### src/rtl/nasti_mux_n_if.sv
// rtl/nasti_mux_n_if.sv - N-lane NASTI channel bundle with master/slave modports
interface nasti_channel #(
  parameter int N_LANE     = 1,
  parameter int ID_WIDTH   = 1,
  parameter int ADDR_WIDTH = 32,
  parameter int DATA_WIDTH = 64,
  parameter int USER_WIDTH = 1
);
  logic [N_LANE-1:0][ID_WIDTH-1:0]     aw_id;
  logic [N_LANE-1:0][ADDR_WIDTH-1:0]   aw_addr;
  logic [N_LANE-1:0][7:0]              aw_len;
  logic [N_LANE-1:0][2:0]              aw_size;
  logic [N_LANE-1:0][1:0]              aw_burst;
  logic [N_LANE-1:0][USER_WIDTH-1:0]   aw_user;
  logic [N_LANE-1:0]                   aw_valid;
  logic [N_LANE-1:0]                   aw_ready;

  logic [N_LANE-1:0][DATA_WIDTH-1:0]   w_data;
  logic [N_LANE-1:0][DATA_WIDTH/8-1:0] w_strb;
  logic [N_LANE-1:0]                   w_last;
  logic [N_LANE-1:0][USER_WIDTH-1:0]   w_user;
  logic [N_LANE-1:0]                   w_valid;
  logic [N_LANE-1:0]                   w_ready;

  logic [N_LANE-1:0][ID_WIDTH-1:0]     b_id;
  logic [N_LANE-1:0][1:0]              b_resp;
  logic [N_LANE-1:0][USER_WIDTH-1:0]   b_user;
  logic [N_LANE-1:0]                   b_valid;
  logic [N_LANE-1:0]                   b_ready;

  logic [N_LANE-1:0][ID_WIDTH-1:0]     ar_id;
  logic [N_LANE-1:0][ADDR_WIDTH-1:0]   ar_addr;
  logic [N_LANE-1:0][7:0]              ar_len;
  logic [N_LANE-1:0][2:0]              ar_size;
  logic [N_LANE-1:0][1:0]              ar_burst;
  logic [N_LANE-1:0][USER_WIDTH-1:0]   ar_user;
  logic [N_LANE-1:0]                   ar_valid;
  logic [N_LANE-1:0]                   ar_ready;

  logic [N_LANE-1:0][ID_WIDTH-1:0]     r_id;
  logic [N_LANE-1:0][DATA_WIDTH-1:0]   r_data;
  logic [N_LANE-1:0][1:0]              r_resp;
  logic [N_LANE-1:0]                   r_last;
  logic [N_LANE-1:0][USER_WIDTH-1:0]   r_user;
  logic [N_LANE-1:0]                   r_valid;
  logic [N_LANE-1:0]                   r_ready;

  modport master (
    output aw_id, aw_addr, aw_len, aw_size, aw_burst, aw_user, aw_valid,
    input  aw_ready,
    output w_data, w_strb, w_last, w_user, w_valid,
    input  w_ready,
    input  b_id, b_resp, b_user, b_valid,
    output b_ready,
    output ar_id, ar_addr, ar_len, ar_size, ar_burst, ar_user, ar_valid,
    input  ar_ready,
    input  r_id, r_data, r_resp, r_last, r_user, r_valid,
    output r_ready
  );

  modport slave (
    input  aw_id, aw_addr, aw_len, aw_size, aw_burst, aw_user, aw_valid,
    output aw_ready,
    input  w_data, w_strb, w_last, w_user, w_valid,
    output w_ready,
    output b_id, b_resp, b_user, b_valid,
    input  b_ready,
    input  ar_id, ar_addr, ar_len, ar_size, ar_burst, ar_user, ar_valid,
    output ar_ready,
    output r_id, r_data, r_resp, r_last, r_user, r_valid,
    input  r_ready
  );
endinterface

### src/rtl/nasti_mux_n.sv
// rtl/nasti_mux_n.sv - N-to-1 NASTI multiplexer with ID-routed responses
// Round-robin AW/AR arbitration, W locked to the granted AW, B/R routed through outstanding tables.
module nasti_mux_n #(
  parameter int N_PORT     = 4,
  parameter int W_MAX      = 4,
  parameter int R_MAX      = 4,
  parameter int ID_WIDTH   = 1,
  parameter int ADDR_WIDTH = 32,
  parameter int DATA_WIDTH = 64,
  parameter int USER_WIDTH = 1,
  parameter int LITE_MODE  = 0
) (
  input  logic                   clk,
  input  logic                   rst,
  nasti_channel.slave            master,
  nasti_channel.master           slave,
  output logic [$clog2(W_MAX):0] w_outstanding,
  output logic [$clog2(R_MAX):0] r_outstanding,
  output logic                   unmatched
);
  localparam int PW  = $clog2(N_PORT);
  localparam int WI  = $clog2(W_MAX);
  localparam int RI  = $clog2(R_MAX);
  localparam int WCW = WI + 1;
  localparam int RCW = RI + 1;

  typedef logic [PW-1:0]       port_t;
  typedef logic [ID_WIDTH-1:0] id_t;
  typedef enum logic {W_IDLE, W_LOCKED} wstate_t;

  function automatic port_t rr_pick(input logic [N_PORT-1:0] req, input port_t ptr);
    port_t sel;
    logic  found;
    int    idx;
    sel   = ptr;
    found = 1'b0;
    for (int k = 0; k < N_PORT; k++) begin
      idx = (int'(ptr) + k) % N_PORT;
      if (!found && req[idx]) begin
        sel   = port_t'(idx);
        found = 1'b1;
      end
    end
    return sel;
  endfunction

  function automatic port_t next_port(input port_t p);
    return (int'(p) == N_PORT - 1) ? '0 : p + 1'b1;
  endfunction

  wstate_t           w_state_q, w_state_d;
  port_t             locked_port_q, locked_port_d;
  logic              lock_q, w_hs;

  logic [W_MAX-1:0]  wt_vld_q, wt_vld_d;
  id_t               wt_id_q   [W_MAX];
  id_t               wt_id_d   [W_MAX];
  port_t             wt_port_q [W_MAX];
  port_t             wt_port_d [W_MAX];
  logic [R_MAX-1:0]  rt_vld_q, rt_vld_d;
  id_t               rt_id_q   [R_MAX];
  id_t               rt_id_d   [R_MAX];
  port_t             rt_port_q [R_MAX];
  port_t             rt_port_d [R_MAX];

  logic [N_PORT-1:0] aw_req, ar_req;
  port_t             aw_sel, ar_sel, aw_ptr_q, aw_ptr_d, ar_ptr_q, ar_ptr_d;
  port_t             aw_hold_port_q, aw_hold_port_d, ar_hold_port_q, ar_hold_port_d;
  logic              aw_hold_q, aw_hold_d, ar_hold_q, ar_hold_d;
  logic              aw_gnt, aw_hs, ar_gnt, ar_hs;
  logic [WI-1:0]     wt_free_idx, b_idx;
  logic [RI-1:0]     rt_free_idx, r_idx;
  logic              b_hit, b_hs, r_hit, r_hs, r_free;
  port_t             b_port, r_port;
  logic [WCW-1:0]    w_cnt_q, w_cnt_d;
  logic [RCW-1:0]    r_cnt_q, r_cnt_d;
  logic              unmatched_q, unmatched_d;

  assign lock_q = (w_state_q == W_LOCKED);

  // Eligibility and full are taken from registered tables so a same-cycle free cannot admit a request.
  always_comb begin
    aw_req = '0;
    ar_req = '0;
    for (int i = 0; i < N_PORT; i++) begin
      aw_req[i] = master.aw_valid[i];
      ar_req[i] = master.ar_valid[i];
      for (int k = 0; k < W_MAX; k++)
        if (wt_vld_q[k] && wt_id_q[k] == master.aw_id[i] && wt_port_q[k] != port_t'(i))
          aw_req[i] = 1'b0;
      for (int k = 0; k < R_MAX; k++)
        if (rt_vld_q[k] && rt_id_q[k] == master.ar_id[i] && rt_port_q[k] != port_t'(i))
          ar_req[i] = 1'b0;
    end
    aw_sel = aw_hold_q ? aw_hold_port_q : rr_pick(aw_req, aw_ptr_q);
    ar_sel = ar_hold_q ? ar_hold_port_q : rr_pick(ar_req, ar_ptr_q);
    aw_gnt = !lock_q && !(&wt_vld_q) && aw_req[aw_sel];
    ar_gnt = !(&rt_vld_q) && ar_req[ar_sel];
    aw_hs  = aw_gnt && slave.aw_ready[0];
    ar_hs  = ar_gnt && slave.ar_ready[0];
  end

  always_comb begin
    slave.aw_valid[0] = aw_gnt;
    slave.aw_id[0]    = master.aw_id[aw_sel];
    slave.aw_addr[0]  = master.aw_addr[aw_sel];
    slave.aw_len[0]   = master.aw_len[aw_sel];
    slave.aw_size[0]  = master.aw_size[aw_sel];
    slave.aw_burst[0] = master.aw_burst[aw_sel];
    slave.aw_user[0]  = master.aw_user[aw_sel];
    master.aw_ready   = '0;
    master.aw_ready[aw_sel] = aw_hs;
    slave.ar_valid[0] = ar_gnt;
    slave.ar_id[0]    = master.ar_id[ar_sel];
    slave.ar_addr[0]  = master.ar_addr[ar_sel];
    slave.ar_len[0]   = master.ar_len[ar_sel];
    slave.ar_size[0]  = master.ar_size[ar_sel];
    slave.ar_burst[0] = master.ar_burst[ar_sel];
    slave.ar_user[0]  = master.ar_user[ar_sel];
    master.ar_ready   = '0;
    master.ar_ready[ar_sel] = ar_hs;
  end

  always_ff @(posedge clk) begin
    if (rst) begin
      w_state_q     <= W_IDLE;
      locked_port_q <= '0;
    end else begin
      w_state_q     <= w_state_d;
      locked_port_q <= locked_port_d;
    end
  end

  always_comb begin
    w_state_d     = w_state_q;
    locked_port_d = locked_port_q;
    case (w_state_q)
      W_IDLE:
        if (aw_hs) begin
          w_state_d     = W_LOCKED;
          locked_port_d = aw_sel;
        end
      W_LOCKED:
        if (w_hs && (LITE_MODE != 0 || slave.w_last[0]))
          w_state_d = W_IDLE;
      default: w_state_d = W_IDLE;
    endcase
  end

  always_comb begin
    slave.w_data[0]  = master.w_data[locked_port_q];
    slave.w_strb[0]  = master.w_strb[locked_port_q];
    slave.w_last[0]  = master.w_last[locked_port_q];
    slave.w_user[0]  = master.w_user[locked_port_q];
    slave.w_valid[0] = lock_q && master.w_valid[locked_port_q];
    w_hs             = slave.w_valid[0] && slave.w_ready[0];
    master.w_ready   = '0;
    master.w_ready[locked_port_q] = w_hs;
  end

  // Lowest-index match on responses; a miss is drained with ready held high.
  always_comb begin
    b_hit = 1'b0;
    b_idx = '0;
    for (int k = W_MAX - 1; k >= 0; k--)
      if (wt_vld_q[k] && wt_id_q[k] == slave.b_id[0]) begin
        b_hit = 1'b1;
        b_idx = WI'(k);
      end
    b_port = wt_port_q[b_idx];
    for (int i = 0; i < N_PORT; i++) begin
      master.b_id[i]    = slave.b_id[0];
      master.b_resp[i]  = slave.b_resp[0];
      master.b_user[i]  = slave.b_user[0];
      master.b_valid[i] = slave.b_valid[0] && b_hit && b_port == port_t'(i);
    end
    slave.b_ready[0] = b_hit ? master.b_ready[b_port] : 1'b1;
    b_hs = slave.b_valid[0] && slave.b_ready[0];
  end

  always_comb begin
    r_hit = 1'b0;
    r_idx = '0;
    for (int k = R_MAX - 1; k >= 0; k--)
      if (rt_vld_q[k] && rt_id_q[k] == slave.r_id[0]) begin
        r_hit = 1'b1;
        r_idx = RI'(k);
      end
    r_port = rt_port_q[r_idx];
    for (int i = 0; i < N_PORT; i++) begin
      master.r_id[i]    = slave.r_id[0];
      master.r_data[i]  = slave.r_data[0];
      master.r_resp[i]  = slave.r_resp[0];
      master.r_last[i]  = slave.r_last[0];
      master.r_user[i]  = slave.r_user[0];
      master.r_valid[i] = slave.r_valid[0] && r_hit && r_port == port_t'(i);
    end
    slave.r_ready[0] = r_hit ? master.r_ready[r_port] : 1'b1;
    r_hs   = slave.r_valid[0] && slave.r_ready[0];
    r_free = r_hs && r_hit && slave.r_last[0];
  end

  always_comb begin
    wt_free_idx = '0;
    for (int k = W_MAX - 1; k >= 0; k--)
      if (!wt_vld_q[k]) wt_free_idx = WI'(k);
    rt_free_idx = '0;
    for (int k = R_MAX - 1; k >= 0; k--)
      if (!rt_vld_q[k]) rt_free_idx = RI'(k);

    wt_vld_d  = wt_vld_q;
    wt_id_d   = wt_id_q;
    wt_port_d = wt_port_q;
    if (b_hs && b_hit) wt_vld_d[b_idx] = 1'b0;
    if (aw_hs) begin
      wt_vld_d[wt_free_idx]  = 1'b1;
      wt_id_d[wt_free_idx]   = master.aw_id[aw_sel];
      wt_port_d[wt_free_idx] = aw_sel;
    end

    rt_vld_d  = rt_vld_q;
    rt_id_d   = rt_id_q;
    rt_port_d = rt_port_q;
    if (r_free) rt_vld_d[r_idx] = 1'b0;
    if (ar_hs) begin
      rt_vld_d[rt_free_idx]  = 1'b1;
      rt_id_d[rt_free_idx]   = master.ar_id[ar_sel];
      rt_port_d[rt_free_idx] = ar_sel;
    end

    aw_ptr_d       = aw_hs ? next_port(aw_sel) : aw_ptr_q;
    ar_ptr_d       = ar_hs ? next_port(ar_sel) : ar_ptr_q;
    aw_hold_d      = aw_gnt && !slave.aw_ready[0];
    ar_hold_d      = ar_gnt && !slave.ar_ready[0];
    aw_hold_port_d = aw_sel;
    ar_hold_port_d = ar_sel;

    w_cnt_d     = w_cnt_q + WCW'(aw_hs) - WCW'(b_hs && b_hit);
    r_cnt_d     = r_cnt_q + RCW'(ar_hs) - RCW'(r_free);
    unmatched_d = (b_hs && !b_hit) || (r_hs && !r_hit && slave.r_last[0]);
  end

  always_ff @(posedge clk) begin
    wt_id_q        <= wt_id_d;
    wt_port_q      <= wt_port_d;
    rt_id_q        <= rt_id_d;
    rt_port_q      <= rt_port_d;
    aw_hold_port_q <= aw_hold_port_d;
    ar_hold_port_q <= ar_hold_port_d;
    if (rst) begin
      wt_vld_q    <= '0;
      rt_vld_q    <= '0;
      aw_ptr_q    <= '0;
      ar_ptr_q    <= '0;
      aw_hold_q   <= 1'b0;
      ar_hold_q   <= 1'b0;
      w_cnt_q     <= '0;
      r_cnt_q     <= '0;
      unmatched_q <= 1'b0;
    end else begin
      wt_vld_q    <= wt_vld_d;
      rt_vld_q    <= rt_vld_d;
      aw_ptr_q    <= aw_ptr_d;
      ar_ptr_q    <= ar_ptr_d;
      aw_hold_q   <= aw_hold_d;
      ar_hold_q   <= ar_hold_d;
      w_cnt_q     <= w_cnt_d;
      r_cnt_q     <= r_cnt_d;
      unmatched_q <= unmatched_d;
    end
  end

  assign w_outstanding = w_cnt_q;
  assign r_outstanding = r_cnt_q;
  assign unmatched     = unmatched_q;
endmodule

### src/flat_wrapper.sv
// flat-port wrapper written by rule: the top's interface ports become plain ports
module nasti_mux_n_flat 
#(
  parameter int N_PORT     = 4,
  parameter int W_MAX      = 4,
  parameter int R_MAX      = 4,
  parameter int ID_WIDTH   = 1,
  parameter int ADDR_WIDTH = 32,
  parameter int DATA_WIDTH = 64,
  parameter int USER_WIDTH = 1,
  parameter int LITE_MODE  = 0
)
  (clk, rst, w_outstanding, r_outstanding, unmatched, master_aw_id, master_aw_addr, master_aw_len, master_aw_size, master_aw_burst, master_aw_user, master_aw_valid, master_aw_ready, master_w_data, master_w_strb, master_w_last, master_w_user, master_w_valid, master_w_ready, master_b_id, master_b_resp, master_b_user, master_b_valid, master_b_ready, master_ar_id, master_ar_addr, master_ar_len, master_ar_size, master_ar_burst, master_ar_user, master_ar_valid, master_ar_ready, master_r_id, master_r_data, master_r_resp, master_r_last, master_r_user, master_r_valid, master_r_ready, slave_aw_id, slave_aw_addr, slave_aw_len, slave_aw_size, slave_aw_burst, slave_aw_user, slave_aw_valid, slave_aw_ready, slave_w_data, slave_w_strb, slave_w_last, slave_w_user, slave_w_valid, slave_w_ready, slave_b_id, slave_b_resp, slave_b_user, slave_b_valid, slave_b_ready, slave_ar_id, slave_ar_addr, slave_ar_len, slave_ar_size, slave_ar_burst, slave_ar_user, slave_ar_valid, slave_ar_ready, slave_r_id, slave_r_data, slave_r_resp, slave_r_last, slave_r_user, slave_r_valid, slave_r_ready);
  nasti_channel #(.N_LANE((4)), .ID_WIDTH(ID_WIDTH), .ADDR_WIDTH(ADDR_WIDTH), .DATA_WIDTH(DATA_WIDTH), .USER_WIDTH(USER_WIDTH)) master_i ();
  nasti_channel #(.N_LANE(1), .ID_WIDTH(ID_WIDTH), .ADDR_WIDTH(ADDR_WIDTH), .DATA_WIDTH(DATA_WIDTH), .USER_WIDTH(USER_WIDTH)) slave_i ();
  input  logic clk;
  input  logic rst;
  output logic [$clog2(W_MAX):0] w_outstanding;
  output logic [$clog2(R_MAX):0] r_outstanding;
  output logic unmatched;
  input wire logic [$bits(master_i.aw_id)-1:0] master_aw_id;
  input wire logic [$bits(master_i.aw_addr)-1:0] master_aw_addr;
  input wire logic [$bits(master_i.aw_len)-1:0] master_aw_len;
  input wire logic [$bits(master_i.aw_size)-1:0] master_aw_size;
  input wire logic [$bits(master_i.aw_burst)-1:0] master_aw_burst;
  input wire logic [$bits(master_i.aw_user)-1:0] master_aw_user;
  input wire logic [$bits(master_i.aw_valid)-1:0] master_aw_valid;
  output wire logic [$bits(master_i.aw_ready)-1:0] master_aw_ready;
  input wire logic [$bits(master_i.w_data)-1:0] master_w_data;
  input wire logic [$bits(master_i.w_strb)-1:0] master_w_strb;
  input wire logic [$bits(master_i.w_last)-1:0] master_w_last;
  input wire logic [$bits(master_i.w_user)-1:0] master_w_user;
  input wire logic [$bits(master_i.w_valid)-1:0] master_w_valid;
  output wire logic [$bits(master_i.w_ready)-1:0] master_w_ready;
  output wire logic [$bits(master_i.b_id)-1:0] master_b_id;
  output wire logic [$bits(master_i.b_resp)-1:0] master_b_resp;
  output wire logic [$bits(master_i.b_user)-1:0] master_b_user;
  output wire logic [$bits(master_i.b_valid)-1:0] master_b_valid;
  input wire logic [$bits(master_i.b_ready)-1:0] master_b_ready;
  input wire logic [$bits(master_i.ar_id)-1:0] master_ar_id;
  input wire logic [$bits(master_i.ar_addr)-1:0] master_ar_addr;
  input wire logic [$bits(master_i.ar_len)-1:0] master_ar_len;
  input wire logic [$bits(master_i.ar_size)-1:0] master_ar_size;
  input wire logic [$bits(master_i.ar_burst)-1:0] master_ar_burst;
  input wire logic [$bits(master_i.ar_user)-1:0] master_ar_user;
  input wire logic [$bits(master_i.ar_valid)-1:0] master_ar_valid;
  output wire logic [$bits(master_i.ar_ready)-1:0] master_ar_ready;
  output wire logic [$bits(master_i.r_id)-1:0] master_r_id;
  output wire logic [$bits(master_i.r_data)-1:0] master_r_data;
  output wire logic [$bits(master_i.r_resp)-1:0] master_r_resp;
  output wire logic [$bits(master_i.r_last)-1:0] master_r_last;
  output wire logic [$bits(master_i.r_user)-1:0] master_r_user;
  output wire logic [$bits(master_i.r_valid)-1:0] master_r_valid;
  input wire logic [$bits(master_i.r_ready)-1:0] master_r_ready;
  output wire logic [$bits(slave_i.aw_id)-1:0] slave_aw_id;
  output wire logic [$bits(slave_i.aw_addr)-1:0] slave_aw_addr;
  output wire logic [$bits(slave_i.aw_len)-1:0] slave_aw_len;
  output wire logic [$bits(slave_i.aw_size)-1:0] slave_aw_size;
  output wire logic [$bits(slave_i.aw_burst)-1:0] slave_aw_burst;
  output wire logic [$bits(slave_i.aw_user)-1:0] slave_aw_user;
  output wire logic [$bits(slave_i.aw_valid)-1:0] slave_aw_valid;
  input wire logic [$bits(slave_i.aw_ready)-1:0] slave_aw_ready;
  output wire logic [$bits(slave_i.w_data)-1:0] slave_w_data;
  output wire logic [$bits(slave_i.w_strb)-1:0] slave_w_strb;
  output wire logic [$bits(slave_i.w_last)-1:0] slave_w_last;
  output wire logic [$bits(slave_i.w_user)-1:0] slave_w_user;
  output wire logic [$bits(slave_i.w_valid)-1:0] slave_w_valid;
  input wire logic [$bits(slave_i.w_ready)-1:0] slave_w_ready;
  input wire logic [$bits(slave_i.b_id)-1:0] slave_b_id;
  input wire logic [$bits(slave_i.b_resp)-1:0] slave_b_resp;
  input wire logic [$bits(slave_i.b_user)-1:0] slave_b_user;
  input wire logic [$bits(slave_i.b_valid)-1:0] slave_b_valid;
  output wire logic [$bits(slave_i.b_ready)-1:0] slave_b_ready;
  output wire logic [$bits(slave_i.ar_id)-1:0] slave_ar_id;
  output wire logic [$bits(slave_i.ar_addr)-1:0] slave_ar_addr;
  output wire logic [$bits(slave_i.ar_len)-1:0] slave_ar_len;
  output wire logic [$bits(slave_i.ar_size)-1:0] slave_ar_size;
  output wire logic [$bits(slave_i.ar_burst)-1:0] slave_ar_burst;
  output wire logic [$bits(slave_i.ar_user)-1:0] slave_ar_user;
  output wire logic [$bits(slave_i.ar_valid)-1:0] slave_ar_valid;
  input wire logic [$bits(slave_i.ar_ready)-1:0] slave_ar_ready;
  input wire logic [$bits(slave_i.r_id)-1:0] slave_r_id;
  input wire logic [$bits(slave_i.r_data)-1:0] slave_r_data;
  input wire logic [$bits(slave_i.r_resp)-1:0] slave_r_resp;
  input wire logic [$bits(slave_i.r_last)-1:0] slave_r_last;
  input wire logic [$bits(slave_i.r_user)-1:0] slave_r_user;
  input wire logic [$bits(slave_i.r_valid)-1:0] slave_r_valid;
  output wire logic [$bits(slave_i.r_ready)-1:0] slave_r_ready;
  assign master_i.aw_id = master_aw_id;
  assign master_i.aw_addr = master_aw_addr;
  assign master_i.aw_len = master_aw_len;
  assign master_i.aw_size = master_aw_size;
  assign master_i.aw_burst = master_aw_burst;
  assign master_i.aw_user = master_aw_user;
  assign master_i.aw_valid = master_aw_valid;
  assign master_aw_ready = master_i.aw_ready;
  assign master_i.w_data = master_w_data;
  assign master_i.w_strb = master_w_strb;
  assign master_i.w_last = master_w_last;
  assign master_i.w_user = master_w_user;
  assign master_i.w_valid = master_w_valid;
  assign master_w_ready = master_i.w_ready;
  assign master_b_id = master_i.b_id;
  assign master_b_resp = master_i.b_resp;
  assign master_b_user = master_i.b_user;
  assign master_b_valid = master_i.b_valid;
  assign master_i.b_ready = master_b_ready;
  assign master_i.ar_id = master_ar_id;
  assign master_i.ar_addr = master_ar_addr;
  assign master_i.ar_len = master_ar_len;
  assign master_i.ar_size = master_ar_size;
  assign master_i.ar_burst = master_ar_burst;
  assign master_i.ar_user = master_ar_user;
  assign master_i.ar_valid = master_ar_valid;
  assign master_ar_ready = master_i.ar_ready;
  assign master_r_id = master_i.r_id;
  assign master_r_data = master_i.r_data;
  assign master_r_resp = master_i.r_resp;
  assign master_r_last = master_i.r_last;
  assign master_r_user = master_i.r_user;
  assign master_r_valid = master_i.r_valid;
  assign master_i.r_ready = master_r_ready;
  assign slave_aw_id = slave_i.aw_id;
  assign slave_aw_addr = slave_i.aw_addr;
  assign slave_aw_len = slave_i.aw_len;
  assign slave_aw_size = slave_i.aw_size;
  assign slave_aw_burst = slave_i.aw_burst;
  assign slave_aw_user = slave_i.aw_user;
  assign slave_aw_valid = slave_i.aw_valid;
  assign slave_i.aw_ready = slave_aw_ready;
  assign slave_w_data = slave_i.w_data;
  assign slave_w_strb = slave_i.w_strb;
  assign slave_w_last = slave_i.w_last;
  assign slave_w_user = slave_i.w_user;
  assign slave_w_valid = slave_i.w_valid;
  assign slave_i.w_ready = slave_w_ready;
  assign slave_i.b_id = slave_b_id;
  assign slave_i.b_resp = slave_b_resp;
  assign slave_i.b_user = slave_b_user;
  assign slave_i.b_valid = slave_b_valid;
  assign slave_b_ready = slave_i.b_ready;
  assign slave_ar_id = slave_i.ar_id;
  assign slave_ar_addr = slave_i.ar_addr;
  assign slave_ar_len = slave_i.ar_len;
  assign slave_ar_size = slave_i.ar_size;
  assign slave_ar_burst = slave_i.ar_burst;
  assign slave_ar_user = slave_i.ar_user;
  assign slave_ar_valid = slave_i.ar_valid;
  assign slave_i.ar_ready = slave_ar_ready;
  assign slave_i.r_id = slave_r_id;
  assign slave_i.r_data = slave_r_data;
  assign slave_i.r_resp = slave_r_resp;
  assign slave_i.r_last = slave_r_last;
  assign slave_i.r_user = slave_r_user;
  assign slave_i.r_valid = slave_r_valid;
  assign slave_r_ready = slave_i.r_ready;
  nasti_mux_n #(.N_PORT(N_PORT), .W_MAX(W_MAX), .R_MAX(R_MAX), .ID_WIDTH(ID_WIDTH), .ADDR_WIDTH(ADDR_WIDTH), .DATA_WIDTH(DATA_WIDTH), .USER_WIDTH(USER_WIDTH), .LITE_MODE(LITE_MODE)) u_core (.clk(clk), .rst(rst), .master(master_i), .slave(slave_i), .w_outstanding(w_outstanding), .r_outstanding(r_outstanding), .unmatched(unmatched));
endmodule
### config.mk
export PLATFORM = sky130hd
export DESIGN_NAME = nasti_mux_n_flat
export DESIGN_NICKNAME = d
export VERILOG_FILES = /design/src/rtl/nasti_mux_n_if.sv /design/src/rtl/nasti_mux_n.sv /design/src/flat_wrapper.sv
export SDC_FILE = /design/constraint.sdc
export NUM_CORES = 1
export LEC_CHECK = 0
export ABC_AREA = 1
export CAP_MARGIN = 20
export CORE_AREA = 2 2 489 491
export CTS_CLUSTER_SIZE = 20
export DETAILED_ROUTE_END_ITERATION = 10
export DIE_AREA = 0 0 491 493
export SYNTH_ARGS = -nofsm -noshare
export SYNTH_HDL_FRONTEND = slang
export SYNTH_SLANG_ARGS = --single-unit
### constraint.sdc
create_clock -name clk -period 3.5 [get_ports clk]
set_clock_uncertainty 0.05 [all_clocks]
set_input_delay 0.7 -clock clk [delete_from_list [all_inputs] [get_ports clk]]
set_output_delay 0.7 -clock clk [all_outputs]
set_load 0.01 [all_outputs]
==> results of run 1 <==
## worst max-delay path, stage by stage (launching register included)
cell	delay [ns]
edfxtp_1	0.42
buf_6	0.16
buf_4	0.13
a21oi_1	0.16
nand2_1	0.09
nand2_2	0.12
o21ai_2	0.10
nand3_1	0.12
nand2_1	0.09
nor2_4	0.12
nand2_1	0.05
nand2_1	0.07
nand2_1	0.06
nand2_2	0.11
nand2_8	0.10
inv_8	0.09
buf_16	0.14
buf_12	0.12
buf_8	0.12
buf_6	0.11
nand2_4	0.05
a32oi_4	0.29
buf_6	0.16
buf_12	0.13
## synthesized netlist by cell type (2+ instances only)
| cell | instances | area share [%] |
|---|---|---|
| a22oi_1 | 75 | 5.1 |
| clkbuf_1 | 76 | 2.6 |
| xnor2_1 | 8 | 0.64 |
| nor3_1 | 18 | 0.82 |
| nand2_4 | 3 | 0.31 |
| xor2_1 | 5 | 0.40 |
| nor2_1 | 183 | 6.2 |
| inv_1 | 108 | 3.7 |
| nand2_1 | 390 | 13 |
| a32oi_1 | 46 | 3.7 |
| or2_2 | 4 | 0.23 |
| nand3_1 | 276 | 13 |
| inv_2 | 11 | 0.37 |
| o21ai_1 | 6 | 0.27 |
| nand2_2 | 6 | 0.34 |
| dfxtp_1 | 28 | 5.1 |
| buf_4 | 300 | 20 |
| ha_1 | 12 | 1.4 |
| buf_2 | 37 | 1.7 |
| o21ai_0 | 111 | 5.0 |
| nand4_1 | 14 | 0.79 |
| nand3_2 | 4 | 0.36 |
| clkbuf_2 | 3 | 0.14 |
| o22ai_1 | 46 | 2.6 |
| a21oi_1 | 83 | 3.8 |
| edfxtp_1 | 24 | 6.5 |
| nor2_2 | 6 | 0.34 |
| fa_1 | 2 | 0.36 |
## metal layers
metal,global-route usage [%],wire length [um],vias to the layer above
met5,0,261,-
met4,5.697,8867,40
met1,13.67,59350,8833
li1,-,-,8225
met3,8.645,27160,432
met2,21.43,78260,1360
## final cells by class
cell class	instances	area [um2]
fillers	27046	204600
diodes	33	82.58
well taps	3167	3963
inverters	119	508.0
repair buffers	1424	16250
clock buffers	6	138.9
flip-flops and latches	52	1289
multi-input cells	1308	10040
clock inverters	2	38.79
## kinds of logic after synthesis
kind of cell / after synthesis / share of synthesized area [%]
AO/OA/AOI/OAI: 372 / 20.89
XOR/XNOR: 13 / 1.033
adder cells (fa/ha/maj): 14 / 1.726
buffers and inverters: 535 / 28.90
flip-flops: 52 / 11.63
AND/OR/NAND/NOR: 909 / 35.82
## power breakdown
part | total (mW) | leakage, nW | internal, mW | switching [mW]
clock network | 0.656 | 0.0873 | 0.361 | 0.295
logic | 47.8 | 11.3 | 23.5 | 24.3
registers | 1.08 | 0.451 | 0.934 | 0.145
total | 49.5 | 11.8 | 24.8 | 24.7
## through the flow
stage          area, um2  hold slack, ns
5_1_grt            32280          0.4595
4_1_cts            29960          0.4274
6_report           32310          0.4248
2_1_floorplan      11020          0.3936
3_3_place_gp       25090          0.4048
3_5_place_dp       25090          0.4149
## final timing paths
| path | startpoint | end | slack (ns) |
|---|---|---|---|
| min | u_core.lock_q$_SDFF_PP0_ | u_core.lock_q$_SDFF_PP0_ | 0.42 |
| max reg2reg | u_core.wt_id_q[1]$_DFFE_PP_ | u_core.w_outstanding[1]$_SDFF_PP0_ | -0.31 |
| max | u_core.wt_id_q[1]$_DFFE_PP_ | slave_aw_addr[12] | -0.71 |
| min reg2reg | u_core.lock_q$_SDFF_PP0_ | u_core.lock_q$_SDFF_PP0_ | 0.42 |
## state kept, by name, indices dropped and copies added (netlist names)
name / count
u_core.ar_ptr_q: 2
u_core.aw_hold_port_q: 2
u_core.aw_ptr_q: 2
u_core.rt_port_q: 8
u_core.wt_port_q: 8
u_core.rt_vld_q: 4
u_core.wt_id_q: 4
u_core.aw_hold_q: 1
u_core.ar_hold_port_q: 2
u_core.r_outstanding: 3
u_core.ar_hold_q: 1
u_core.rt_id_q: 4
u_core.lock_q: 1
u_core.w_outstanding: 3
u_core.locked_port_q: 2
u_core.wt_vld_q: 4
u_core.unmatched: 1
## timing repair
item | in CTS | in global routing
pin swaps | 161 | 180
buffers inserted | 177 | 62
endpoints found under the setup margin | 140 | 158
gates resized for setup | 886 | 432
cloned | 28 | 20
==> flow_summary.yaml, run 1 <==
outcome:
  status: "finished, violations left"
  violations: "setup timing"
clock_tree:
  root_buffer: "clkbuf_16"
  clk_latency_ns: 0.32
  path_clk_slew_ns: 0.09
  cts_buffers: 5
  clock-sinks: 52
  tritoncts: "yes"
  htreeDepth: 2
  hold_buffers: 0
  clockBufferDepth: 2
floorplan:
  start_util_pct: 4.650
  std_cell_rows: 179
  die-area_um2: 242100
  die_h_um: 493
  ios: 1264
  core_um2: 237000
  die_w_um: 491
worst_setup_path:
  reg2reg_depth: 28
  worstPathMaxFanout: 7
  criticalPathCategory: "flip-flop to output port"
  startpoint_type: "flip-flop"
  crit_required_ns: 2.75
  critPathArrivalTime_ns: 3.46
  endpoint_kind: "output port"
detailed_routing:
  vias: 18890
  vias_per_cell: 3.091
  post_drt_wl_per_cell_um: 28.46
  antenna_left: 0
  wl_um: 173900
  drt_iter0_markers: 1430
  drc_errors: 0
  dr.pass1.iters: 7
hold_path:
  holdPathStages: 2
  hold_path_class: "flip-flop to flip-flop"
timing:
  finalHoldViolCount: 0
  finalCritPeriodShare_pct: 120.4
  slew_violations: 0
  max_freq_ghz: 0.2374
  tightest_slew_ns: 0.7063
  setup_violations: 111
  rsz0062_at_grt: "true"
  slew_headroom_pct: 52.86
  fin_ws_ns: -0.7126
  finalSetupTns_ns: -56.59
  fin_crit_ns: 4.213
global_route:
  grt_pass1_wl_um: 208800
  grt_pass1_vias: 18486
  grt_max_degree: 89
  antenna_found_initial: 90
  grt_overflow: 0
  grt_usage_pct: 13.35
yosys:
  syn-num-nets: 2681
  syn_avg_cell_area_um2: 5.815
  syn_inst: 1895
  synth_warnings: 0
  ys_ff_latch: 52
  synthDistinctLibCells: 38
  ys_seq_area_share_pct: 11.63
  ys.flop_type: "dfxtp_1"
  synth-async-reset-ratio_pct: 0
  synth-edff-count: 24
  synth_area_um2: 11020
power:
  finalPower_mw: 49.50
  ir_worst_vdd_mv: 0.7268
  powerDensity_nw_per_um2: 1532
  p_leak_nw: 11.82
place:
  dp_slack_ns: -1.871
  post-place-cells: 5865
  routabilityCongestion: 0.9692
  dp_hpwl_um: 147400
  portBuffers: 913
layout:
  mostFrequentLayoutCells: "clkdlybuf4s50_1 (734), buf_4 (269), nand2_1 (261), nand3_1 (240), buf_12 (164)"
  final_core_util_pct: 13.64
  area_delta_synth_final_pct: 193.2
  final_common_cell: "clkdlybuf4s50_1"
  fin_cells: 6111
  layout-drive-gt1-share_pct: 43.18
  fin_nets: 3696
job:
  drv_cap: 0
(Power assumes the default switching activity.)
==> run 2: changes to the inputs <==
CAP_MARGIN = default   (was 20)
==> results of run 2 <==
Same layout as run 1: the final DEF is identical, and so are final timing and power.
